### config.mk
export PLATFORM = sky130hd
export DESIGN_NAME = store_narrow
export DESIGN_NICKNAME = d
export VERILOG_FILES = /design/src/rtl/mem_pkg.sv /design/src/rtl/store_lane_fmt.sv /design/src/rtl/store_narrow.sv
export SDC_FILE = /design/constraint.sdc
export NUM_CORES = 1
export LEC_CHECK = 0
export BUFFER_PORTS_ARGS = -buffer_cell sky130_fd_sc_hd__buf_2
export CORE_MARGIN = 1
export CORE_UTILIZATION = 58
export DETAILED_ROUTE_END_ITERATION = 16
export PLACE_DENSITY_LB_ADDON = 0.25
export SKIP_LAST_GASP = 1
export SLEW_MARGIN = 20
export SYNTH_ARGS = -nofsm -noshare
export SYNTH_HDL_FRONTEND = slang
export SYNTH_SLANG_ARGS = --single-unit
export TNS_END_PERCENT = 20
### constraint.sdc
create_clock -name clk -period 2.62 [get_ports clk]
set_input_delay 0.262 -clock clk [delete_from_list [all_inputs] [get_ports clk]]
set_output_delay 0.262 -clock clk [all_outputs]
set_load 0.02 [all_outputs]
### src/rtl/mem_pkg.sv
// Shared memory-path definitions: size codes, buffer occupancy states and the byte-lane
// formatter used by the store path (and available to the load-path extenders for lane select).
package mem_pkg;

  localparam logic [1:0] SIZE_BYTE = 2'b00;
  localparam logic [1:0] SIZE_HALF = 2'b01;
  localparam logic [1:0] SIZE_WORD = 2'b10;
  localparam logic [1:0] SIZE_RSVD = 2'b11;

  typedef enum logic [1:0] {
    StEmpty = 2'b00,
    StOne   = 2'b01,
    StTwo   = 2'b10
  } occ_e;

  typedef struct packed {
    logic [31:0] wdata;
    logic [3:0]  be;
  } lane_t;

  // Replicate the significant low bits of the operand across all lanes so the memory only
  // needs the byte enables to pick the destination bytes.
  function automatic lane_t fmt_lane(input logic [1:0] size, input logic [1:0] a,
                                     input logic [31:0] d);
    lane_t r;
    r.wdata = d;
    r.be    = 4'b1111;
    case (size)
      SIZE_BYTE: begin
        r.wdata = {4{d[7:0]}};
        r.be    = 4'b0001 << a;
      end
      SIZE_HALF: begin
        r.wdata = {2{d[15:0]}};
        r.be    = a[1] ? 4'b1100 : 4'b0011;
      end
      default: begin
        r.wdata = d;
        r.be    = 4'b1111;
      end
    endcase
    return r;
  endfunction

  function automatic logic is_misaligned(input logic [1:0] size, input logic [1:0] a);
    logic m;
    case (size)
      SIZE_BYTE: m = 1'b0;
      SIZE_HALF: m = a[0];
      default:   m = (a != 2'b00);
    endcase
    return m;
  endfunction

endpackage

### src/rtl/store_lane_fmt.sv
// Pure combinational store formatter: size/address-low/operand -> lane-replicated data and
// byte enables.
module store_lane_fmt
  import mem_pkg::*;
(
  input  logic [1:0]  size_i,
  input  logic [1:0]  addr_lo_i,
  input  logic [31:0] data_i,
  output logic [31:0] wdata_o,
  output logic [3:0]  be_o
);

  lane_t lane;

  always_comb begin
    lane    = fmt_lane(size_i, addr_lo_i, data_i);
    wdata_o = lane.wdata;
    be_o    = lane.be;
  end

endmodule

### src/rtl/store_narrow.sv
// MEM-stage store formatter with a 2-entry elastic buffer between EX/MEM and data memory.
// Define STORE_MISALIGN_TRAP_EN to trap misaligned half/word stores via the misalign port.
module store_narrow
  import mem_pkg::*;
#(
  parameter int unsigned AW    = 32,
  parameter int unsigned CNT_W = 32
) (
  input  logic             clk,
  input  logic             reset_n,
  input  logic             in_valid,
  output logic             in_ready,
  input  logic [AW-1:0]    in_addr,
  input  logic [1:0]       in_size,
  input  logic [31:0]      in_data,
  output logic             mem_valid,
  input  logic             mem_ready,
  output logic [AW-1:0]    mem_addr,
  output logic [31:0]      mem_wdata,
  output logic [3:0]       mem_be,
`ifdef STORE_MISALIGN_TRAP_EN
  output logic             misalign,
`endif
  output logic [CNT_W-1:0] store_count
);

  typedef struct packed {
    logic [AW-3:0] waddr;
    logic [31:0]   wdata;
    logic [3:0]    be;
  } ent_t;

  occ_e             state_q, state_d;
  ent_t             head_q, head_d;
  ent_t             tail_q, tail_d;
  ent_t             new_ent;
  logic [CNT_W-1:0] count_q, count_d;
  logic [31:0]      fmt_wdata;
  logic [3:0]       fmt_be;
  logic             accept, push, drain, trap;

  store_lane_fmt u_fmt (
    .size_i    (in_size),
    .addr_lo_i (in_addr[1:0]),
    .data_i    (in_data),
    .wdata_o   (fmt_wdata),
    .be_o      (fmt_be)
  );

  assign new_ent = '{waddr: in_addr[AW-1:2], wdata: fmt_wdata, be: fmt_be};

`ifdef STORE_MISALIGN_TRAP_EN
  assign trap = is_misaligned(in_size, in_addr[1:0]);
`else
  assign trap = 1'b0;
`endif

  // Ready and valid come straight from the occupancy register, so there is no comb path
  // from either side of the buffer to the other.
  assign in_ready  = (state_q != StTwo);
  assign mem_valid = (state_q != StEmpty);
  assign accept    = in_valid & in_ready;
  assign push      = accept & ~trap;
  assign drain     = mem_valid & mem_ready;

  assign mem_addr    = {head_q.waddr, 2'b00};
  assign mem_wdata   = head_q.wdata;
  assign mem_be      = head_q.be;
  assign store_count = count_q;

  always_comb begin
    state_d = state_q;
    head_d  = head_q;
    tail_d  = tail_q;
    count_d = drain ? count_q + CNT_W'(1) : count_q;
    case (state_q)
      StEmpty: begin
        if (push) begin
          head_d  = new_ent;
          state_d = StOne;
        end
      end
      StOne: begin
        if (push && drain) begin
          head_d = new_ent;
        end else if (push) begin
          tail_d  = new_ent;
          state_d = StTwo;
        end else if (drain) begin
          state_d = StEmpty;
        end
      end
      StTwo: begin
        if (drain) begin
          head_d  = tail_q;
          state_d = StOne;
        end
      end
      default: state_d = StEmpty;
    endcase
  end

  always_ff @(posedge clk or negedge reset_n) begin
    if (!reset_n) begin
      state_q <= StEmpty;
      head_q  <= '0;
      tail_q  <= '0;
      count_q <= '0;
    end else begin
      state_q <= state_d;
      head_q  <= head_d;
      tail_q  <= tail_d;
      count_q <= count_d;
    end
  end

`ifdef STORE_MISALIGN_TRAP_EN
  logic misalign_q;

  always_ff @(posedge clk or negedge reset_n) begin
    if (!reset_n) begin
      misalign_q <= 1'b0;
    end else begin
      misalign_q <= accept & trap;
    end
  end

  assign misalign = misalign_q;
`endif

endmodule

Word-level counts from Yosys, hierarchy flattened
Cells that the tools add are included.
{"block": "classes", "addsub": 1, "n_eq_ne": 9, "n_shift": 1, "mux": 12, "bitwise": 3, "n_reduce_logical": 8}
{"cell": "two-way mux 66 bit", "count": 3}
{"cell": "one-hot mux 66 bit (3 select lines)", "count": 1}
{"cell": "one-hot mux 36 bit (2 select lines)", "count": 1}
{"cell": "adder 32 x 1 -> 32 bit, second input constant", "count": 1}
{"cell": "two-way mux 2 bit", "count": 5}
{"cell": "inequality test 2 bit, second input constant", "count": 5}
{"cell": "AND reduction 4 bit", "count": 2}
{"cell": "one-hot mux 2 bit (3 select lines)", "count": 1}
{"cell": "== test 2 x 1 -> 1 bit, second input constant", "count": 2}
{"cell": "logical NOT 2 bit", "count": 2}
{"cell": "two-way mux 4 bit", "count": 1}
{"cell": "left shift 1 x 2 -> 4 bit, first input constant", "count": 1}
{"cell": "inequality test 3 bit, second input constant", "count": 1}
{"cell": "AND reduction 3 bit", "count": 1}
{"cell": "nonzero test 3 bit", "count": 1}
{"cell": "bitwise AND 1 bit", "count": 2}
{"cell": "== test 2 bit, second input constant", "count": 1}
{"cell": "nonzero test 2 bit", "count": 1}
{"cell": "logical AND 1 bit", "count": 1}
{"cell": "inverter 1 bit", "count": 1}
{"block": "word_totals", "register_bits": 166, "output_inout_bits": 102, "elab_cells": 42}

Longest topological paths before layout
{"block": "logic_depth", "word_depth": 6, "mapped_depth": 7, "ltp_nobuf": 5}

Modules after synthesis
A second synthesis with hierarchy kept.
{"block": "hier_totals", "cells_unflattened": 702, "area_unflattened_um2": 7479.7}
{"mod": "store_narrow", "instances": 1, "cells_per_inst": 642, "area_each_um2": 6947.9}
{"mod": "store_lane_fmt", "instances": 1, "cells_per_inst": 60, "area_each_um2": 531.8}

Least setup slack after synthesis
Ideal clock, no wire load.
{"block": "synth_path", "path_type": "register to register", "from": "reg count_q[0], in the netlist store_count[0]", "to": "reg count_q[22], in the netlist store_count[22]", "setup_time_ps": 80, "arrival_ps": 1831, "required_time_ps": 2540, "setup_slack_ps": 710, "stages_incl_launch_ff": 6, "period_less_slack_ps": 1910, "path_cell_list": "dfrtp_1 > ha_1 > o211ai_4 > or4_4 > nor4_4 > xor2_1"}
{"block": "synth_via", "elab_chain_cells": 1}
{"item": "from (decl)", "line_no": "store_narrow.sv:37", "source": "logic [CNT_W-1:0] count_q, count_d;"}
{"item": "from (signal assigned)", "line_no": "store_narrow.sv:113", "source": "count_q <= count_d;"}
{"item": "adder 32 x 1 -> 32 bit", "line_no": "store_narrow.sv:75", "source": "count_d = drain ? count_q + CNT_W'(1) : count_q;"}
Every way passes these cells.
A chain may end at the register's enable or synchronous reset.

Worst setup path after layout
{"block": "layout_path", "from": "reg state_q[0]", "to": "out in_ready"}
{"block": "layout_via", "elab_chain_cells": 1}
{"item": "from (decl)", "line_no": "store_narrow.sv:33", "source": "occ_e state_q, state_d;"}
{"item": "from (signal assigned)", "line_no": "store_narrow.sv:105", "source": "state_q <= StEmpty;"}
{"item": "from (signal assigned)", "line_no": "store_narrow.sv:110", "source": "state_q <= state_d;"}
{"item": "inequality test 2 bit", "line_no": "store_narrow.sv:60", "source": "assign in_ready = (state_q != StTwo);"}
{"item": "to (decl)", "line_no": "store_narrow.sv:12", "source": "output logic in_ready,"}
Every way passes these cells.

==> results.py <==
metrics = {
    "flow_run": {
        "maxCapViolations": 0,
    },
    "status": {
        "status": "completed",
    },
    "layout": {
        "fin_area_sq_um": 9060,
        "fin_util_pct": 73.9,
        "final_cell_mix": "247 x nand2_1, 168 x buf_2, 166 x dfrtp_1, 87 x nor2_1, 46 x a31oi_1",
        "finalNonFillerCells": 1140,
        "areaGrowthSynthToFinish_pct": 22.0,
        "layout.nets": 1029,
        "layout_commonest_cell": "nand2_1",
        "drive_above_1_share_pct": 24.7,
    },
    "floorplan": {
        "fp-row-count": 40,
        "coreArea_sq_um": 12300,
        "die_h_microns": 115,
        "die_area_sq_um": 13300,
        "initial_core_util_pct": 60.6,
        "die_x_microns": 115,
        "ios": 172,
    },
    "timing": {
        "rsz0062_at_grt": "no",
        "worst-slew-pin-transition_ns": 0.743,
        "tns_ns": 0,
        "maxSlewViolCount": 0,
        "relSlewSlack_pct": 50.3,
        "finalHoldViolCount": 0,
        "period_share_pct": 83.2,
        "fin_skew_ns": 0.00650,
        "finalCriticalPeriod_ns": 2.18,
        "setup_viol": 0,
        "fmax_mhz": 459,
    },
    "cts": {
        "cts_tree": "done",
        "numCtsBuffers": 17,
        "cts_max_path_buffers": 2,
        "insertion_delay_ns": 0.42,
        "cts-root-buf": "clkbuf_16",
        "htreeDepth": 4,
        "clkSinkCount": 166,
        "clk_pin_slew_worst_paths_ns": 0.06,
        "cts.repair.resized": 0,
    },
    "worst_setup_path": {
        "worst-path-buf-inv": 2,
        "critical_path_class": "reg2out",
        "critPathMaxStageDelay_ns": 0.59,
        "r2r_setup_slack_ns": 0.64,
        "reg2reg_depth": 5,
        "reg2reg_from": "state_q[1]",
        "path_max_fanout": 41,
        "critical-path-top-delay-family": "buffers and inverters",
        "r2r_end": "mem_wdata[24]",
        "worstPathRequired_ns": 2.36,
        "critical_path_arrival_ns": 1.92,
        "critPathLaunchType": "flop",
        "crit_path_end_kind": "output port",
        "crit_chain": "nor2b_4 > inv_2 > buf_2",
        "crit_cells": 3,
        "cpMaxStageDelayCell": "dfrtp_1",
    },
    "hold_path": {
        "holdPathEnd": "tail_q[51]",
        "hold_path.class": "in2reg",
        "holdPathStages": 3,
        "worstHoldStart": "in_addr[17]",
    },
    "logic_synthesis": {
        "synthCells": 802,
        "avgSynthCellArea_sq_um": 9.26,
        "syn_area_sq_um": 7430,
        "post_synth_num_cell_types": 45,
        "ys_seq_area_share_pct": 55.9,
        "synth-edff-count": 0,
        "yosys_warnings": 0,
        "ys_ff_latch": 166,
        "synthArstFlopShare_pct": 100,
        "ys.flop_type": "dfrtp_1",
    },
    "power": {
        "leakage_nw": 4.49,
        "p_total_w": 0.00841,
        "vdd_drop_max_mv": 0.484,
        "p_per_area_nw_per_um2": 929,
    },
    "global_routing": {
        "grt_usage_pct": 27.9,
        "grt-ovfl-total": 0,
        "grt_pass1_wl_mm": 28.2,
        "grt_max_degree": 76,
        "grt_pass1_vias": 5626,
        "antenna_found_initial": 2,
    },
    "detailed_routing": {
        "drt_iter0_markers": 446,
        "route.vias.total": 6199,
        "ant_nets": 0,
        "drc_errors": 0,
        "via_per_inst": 5.44,
        "wirelength_mm": 17.4,
        "wire_per_inst_microns": 15.3,
        "drtPass1Iterations": 4,
    },
    "placement": {
        "dp.cells": 1106,
        "dpl-instance-area_sq_um": 8450,
        "place_congestion": 0.838,
        "port_buffers": 169,
        "hpwl_mm": 11.8,
    },
}
## cell type report
type / count / area [sq um]
Fill cell: 906 / 3200
Sequential cell: 166 / 4150
Inverter: 4 / 15.0
Timing Repair Buffer: 185 / 1000
Antenna cell: 1 / 2.50
Clock buffer: 25 / 505
Clock inverter: 7 / 92.6
Tap cell: 168 / 210
Multi-Input combinational cell: 584 / 3080
## tightest hold or removal path: cells and delay by family
family | cells | cell delay [ns]
buffers and inverters | 1 | 0.09
AND/OR/NAND/NOR | 2 | 0.08
## metal layers
metal / wire, microns / share of wire [%] / GRT usage [%]
met1: 7580 / 44 / 37.8
met4: 330 / 1.9 / 10.6
met5: 10 / 0.058 / 0
met2: 8260 / 48 / 43.5
met3: 1200 / 6.9 / 7.17
## sequential cells by signal, indices dropped and copies added (netlist names)
register / cells
mem_addr: 30
mem_be: 4
mem_wdata: 32
state_q: 2
store_count: 32
tail_q: 66
## worst max-delay path by stage
stage,start,endpoint
after detailed placement,state_q[1],mem_wdata[24]
after floorplan,store_count[0],store_count[22]
after global routing,state_q[0],in_ready
after CTS,state_q[0],in_ready
final,state_q[0],in_ready
after global placement,state_q[1],mem_addr[15]
## where the power goes
part           leakage, nW  switching (W)  internal, W
clock network        0.286       0.000987      0.00153
logic                 2.19        0.00137     0.000781
registers             2.01       0.000444      0.00330
## logic make-up (layout without fill, tap and decap cells)
logic type	after synthesis	after routing	share of synthesized area (%)
buffers and inverters	53	221	3.02
adders and majority gates	1	1	0.168
and+or+nand+nor	391	391	22.4
muxes	39	39	5.48
DFF	166	166	55.9
other	1	3	0.0505
AOI/OAI and AO/OA	120	120	9.28
xor gates and xnor gates	31	31	3.66
## cells in the mapped netlist, drive strengths merged, types with 2 or more instances
master	number	area, sq um
and3	4	25.0
o21a	2	15.0
mux2	13	146
buf	20	100
a31oi	46	288
nand2	247	927
nor3	5	25.0
o21ai	45	225
clkbuf	29	109
dfrtp	166	4150
xor2	11	96.3
mux2i	26	260
nor2b	2	12.5
xnor2	20	175
inv	3	11.3
or2	3	18.8
o211ai	3	36.3
nor4	5	52.6
and2	8	50.1
a21oi	22	110
nand3	4	20.0
and4	3	26.3
nor2	88	333
nand4	14	103
## metrics by stage
step	setup slack, ns	hold WS [ns]
after floorplan	0.710	-0.0336
after global placement	0.729	0.330
after detailed placement	0.648	0.327
after CTS	0.434	0.0284
after global routing	0.302	0.0414
final	0.439	0.0433
## timing repair
| item | in CTS | in global routing |
|---|---|---|
| hold endpoints to repair | 72 | 0 |
| setup buffers | 0 | 0 |
| hold buffers | 1 | 0 |
(Power assumes the default switching activity.)
